===== config.mk =====
export PLATFORM = sky130hd
export DESIGN_NAME = coeff_loader
export DESIGN_NICKNAME = d
export VERILOG_FILES = /design/src/rtl/coeff_loader.sv
export SDC_FILE = /design/constraint.sdc
export NUM_CORES = 1
export LEC_CHECK = 0
export ABC_AREA = 0
export BUFFER_PORTS_ARGS = -buffer_cell sky130_fd_sc_hd__buf_2
export CORE_MARGIN = 8
export CORE_UTILIZATION = 55
export DETAILED_ROUTE_END_ITERATION = 6
export PLACE_DENSITY_LB_ADDON = 0.12
export SLEW_MARGIN = 5
export SYNTH_ARGS = -nofsm -noshare
export SYNTH_HDL_FRONTEND = slang
export SYNTH_SLANG_ARGS = --single-unit

===== constraint.sdc =====
create_clock -name clk -period 5.4 [get_ports clk]
set_clock_uncertainty 0.15 [all_clocks]
set_input_delay 0.81 -clock clk [delete_from_list [all_inputs] [get_ports clk]]
set_output_delay 0.81 -clock clk [all_outputs]
set_load 0.01 [all_outputs]

===== src/rtl/coeff_loader.sv =====
// Serial coefficient loader: fills a shadow bank one word per handshake, then commits it whole to the active bank.
// Latency: the active bank updates on the first COMMIT edge with sample_valid=0; load_done is high the cycle after.
// Backpressure: coeff_ready is high only in LOAD; commit waits while sample_valid=1 so taps never split across a sample.
module coeff_loader #(
  parameter int WORD_LENGTH  = 16,
  parameter int FILTER_ORDER = 32
) (
  input  logic                                clk,
  input  logic                                reset,
  input  logic                                load_start,
  input  logic                                coeff_valid,
  input  logic [WORD_LENGTH-1:0]              coeff_in,
  output logic                                coeff_ready,
  input  logic                                sample_valid,
  output logic [FILTER_ORDER*WORD_LENGTH-1:0] Coefficient,
  output logic [$clog2(FILTER_ORDER)-1:0]     coeff_index,
  output logic                                load_done
);

  localparam int IDX_W = $clog2(FILTER_ORDER);
  localparam logic [IDX_W-1:0] LAST_IDX = IDX_W'(FILTER_ORDER - 1);

  typedef enum logic [1:0] {
    IDLE   = 2'd0,
    LOAD   = 2'd1,
    COMMIT = 2'd2
  } state_t;

  state_t state;

  // Shadow bank collects the incoming tap set before it becomes visible.
  logic [WORD_LENGTH-1:0] shadow [FILTER_ORDER];

  // Handshake is registered from state only; a restart wins over a word arriving in the same cycle.
  wire accept = coeff_valid && coeff_ready && !load_start && (state == LOAD);

  // Control FSM with registered outputs: sequences load, waits for a sample gap, then copies the bank.
  always_ff @(posedge clk or negedge reset) begin
    if (!reset) begin
      state       <= IDLE;
      coeff_index <= '0;
      coeff_ready <= 1'b0;
      load_done   <= 1'b0;
      Coefficient <= '0;
    end else begin
      load_done <= 1'b0;
      case (state)
        IDLE: begin
          if (load_start) begin
            state       <= LOAD;
            coeff_index <= '0;
            coeff_ready <= 1'b1;
          end
        end
        LOAD: begin
          if (load_start) begin
            coeff_index <= '0;
          end else if (accept) begin
            if (coeff_index == LAST_IDX) begin
              state       <= COMMIT;
              coeff_index <= '0;
              coeff_ready <= 1'b0;
            end else begin
              coeff_index <= coeff_index + IDX_W'(1);
            end
          end
        end
        COMMIT: begin
          // load_start is deliberately not looked at here; a new load needs a fresh request from IDLE.
          if (!sample_valid) begin
            for (int i = 0; i < FILTER_ORDER; i++) begin
              Coefficient[i*WORD_LENGTH +: WORD_LENGTH] <= shadow[i];
            end
            load_done <= 1'b1;
            state     <= IDLE;
          end
        end
        default: begin
          state       <= IDLE;
          coeff_index <= '0;
          coeff_ready <= 1'b0;
        end
      endcase
    end
  end

  // Shadow write port: accepted words land unmodified at the current slot.
  always_ff @(posedge clk or negedge reset) begin
    if (!reset) begin
      for (int i = 0; i < FILTER_ORDER; i++) begin
        shadow[i] <= '0;
      end
    end else if (accept) begin
      shadow[coeff_index] <= coeff_in;
    end
  end

endmodule

==> flow_metrics.tcl <==
set metrics [dict create \
    status "completed" \
    port_buffers 539 \
    synth_most_common_cell "dfrtp_1" \
    post_cts_buffers 0 \
    clk_path_buf_depth 3 \
    cts-hold-fix-buffers 0 \
    ir_worst_vdd_v 0.000301 \
    reg2reg_setup_slack_ns 2.28 \
    p_total_mw 16.5 \
    cts_tree "yes" \
    path_max_fanout 148 \
    postSynthAreaPerCell_sq_um 17.6 \
    htreeDepth 3 \
    yosys.area_share.simple 0.0200 \
    slew_viol_final 0 \
    yosysTopAreaCell "dfrtp_1" \
    setup_violations 0 \
    synth_ff_type "dfrtp_1" \
    critPathLaunchType "register" \
    drc 0 \
    cp.arrival_ns 3.50 \
    drtIter0Drc 1126 \
    root_buffer "clkbuf_16" \
    holdWs_ns 0.0463 \
    ys_warn_count 0 \
    grt_usage 0.248 \
    drive_gt1_frac 0.620 \
    finalNonFillerCells 3865 \
    synthArstFlopShare 1.00 \
    synth_commonest_cells "dfrtp_1 (1033), mux2_2 (744), mux2_4 (270), buf_4 (56), clkbuf_1 (48)" \
    dp_cells 3676 \
    finalCriticalPeriod_ns 3.12 \
    synth_compound_area_frac 0.00179 \
    io_pins 540 \
    tightest_slew_ns 1.10 \
    cts_num_sinks 1033 \
    cts_resized 0 \
    clk-insertion-delay-late_ns 0.65 \
    criticalPathCategory "reg2reg" \
    ys_types 38 \
    synthTopCellsByArea "dfrtp_1 (64%), mux2_2 (21%), mux2_4 (10%), nand3_4 (1.3%), buf_4 (1.0%)" \
    synthAdderAreaFrac 0.00155 \
    seq_area_frac_synth 0.639 \
    grt_max_degree 171 \
    syn2layout_area_growth_pct 17.1 \
    maxUsedRoutingLayer "met4" \
    wl_met2_um 51100 \
    syn_area_sq_um 40500 \
    yosys.area.top_type_share 0.639 \
    nFillCells 5173 \
    power_density_nw_per_um2 349 \
    fp-row-count 99 \
    synth_top_family_by_area "multiplexers" \
    hold_violations 0 \
    die-area_sq_um 82500 \
    first_global_vias 23700 \
    drt-pass1-iter-count 4 \
    synth_edf_count 0 \
    placed_area_sq_um 43700 \
    period_share 0.577 \
    wl_met1_um 42900 \
    die_y_um 287 \
    clk_pin_slew_ns 0.06 \
    rsz0062_at_grt "no" \
    overflow 0 \
    antenna_left 0 \
    vias 21400 \
    finalInstanceArea_sq_um 47400 \
    die_w_um 287 \
    wl_met3_um 5740 \
    finalSetupTns_ns 0 \
    grt_pass1_wl_um 155000 \
    wl_per_cell_um 26.7 \
    synth-xor-area-share 0 \
    dpl.hpwl_um 64500 \
    required_ns 5.78 \
    cts_buffers 105 \
    design.core.area_sq_um 72800 \
    routed_wl_um 103000 \
    multi_input_area_sq_um 13500 \
    reg2reg_depth 4 \
    hold_path.class "in2async" \
    max_freq_mhz 321 \
    yosys_register_bits 1033 \
    maxSlewHeadroom 0.267 \
    maxCapViolations 0 \
    gp_congestion 0.772 \
    viasPerCell 5.53 \
    synth_nets 2323 \
    synthMuxAreaShare 0.310 \
    antenna_found_initial 4 \
    initial_core_util 0.555 \
    leakage_nw 26.2 \
    seqCellArea_sq_um 25800 \
    cp-end-kind "register" \
    fin_nets 2850 \
    synthCells 2297 \
]
layout by cell type, fill, tap and decap left out, types with 4 or more instances in the layout:
master and count:
clkbuf_8 18, dfrtp_1 1033, buf_12 11, clkbuf_16 108
buf_2 538, nand3_4 30, clkbuf_1 17, ha_1 5
mux2_1 10, nor3b_2 4, mux2_2 744, inv_1 5
buf_4 24, mux2_4 270, clkinv_2 23, bufinv_16 15
metrics by stage:
step / util / worst slack, ns
after floorplan: - / 3.09
after global placement: 0.600 / 2.25
after detailed placement: 0.600 / 2.16
after CTS: 0.650 / 2.34
after global routing: 0.650 / 2.16
final: 0.650 / 2.28
path summary, 6_finish.rpt:
kind / start / end
worst max-delay path: state[1] / Coefficient[342]
worst min-delay path: reset / Coefficient[395]
worst max register to register: state[1] / Coefficient[342]
worst min register to register: shadow[25] / shadow[25]
max in group asynchronous: reset / Coefficient[285]
min in group clk: sample_valid / state[1]
metal layers:
metal,track usage,vias up
met5,0,-
met4,0.0912,0
met3,0.0564,153
met2,0.409,538
met1,0.320,11500
li1,-,9148
report_power, final:
group          total (mW)  leakage (nW)  switching, mW  internal [mW]
clock                7.61          1.81           2.99           4.61
sequential           8.18          14.3          0.156           8.02
combinational       0.753          10.1          0.400          0.353
total                16.5          26.2           3.55           13.0
final cells by class:
type / instances / share of cell area
Sequential cell: 1033 / 0.546
Multi-Input combinational cell: 1105 / 0.286
Timing Repair Buffer: 574 / 0.0656
Clock buffer: 143 / 0.0636
Tap cell: 959 / 0.0253
Clock inverter: 44 / 0.0137
Inverter: 5 / 0.000396
Antenna cell: 2 / 0.000106
worst max-delay path, cell delays in order, from the launching register on:
cell	delay, ns
dfrtp_1	0.62
nor2b_1	0.29
nor2b_4	0.68
buf_12	0.60
mux2_2	0.43
cells by family after synthesis:
family / count (synthesis)
adders and majority gates: 5
DFF: 1033
and+or+nand+nor: 65
buffers and inverters: 159
AOI/OAI and AO/OA: 10
muxes: 1025
sequential cells by signal (all words and copies together) (netlist names):
signal,cells
state,2
coeff_ready,1
Coefficient,512
shadow,512
coeff_index,5
load_done,1
Note: power is estimated with default switching activity, not from simulation.
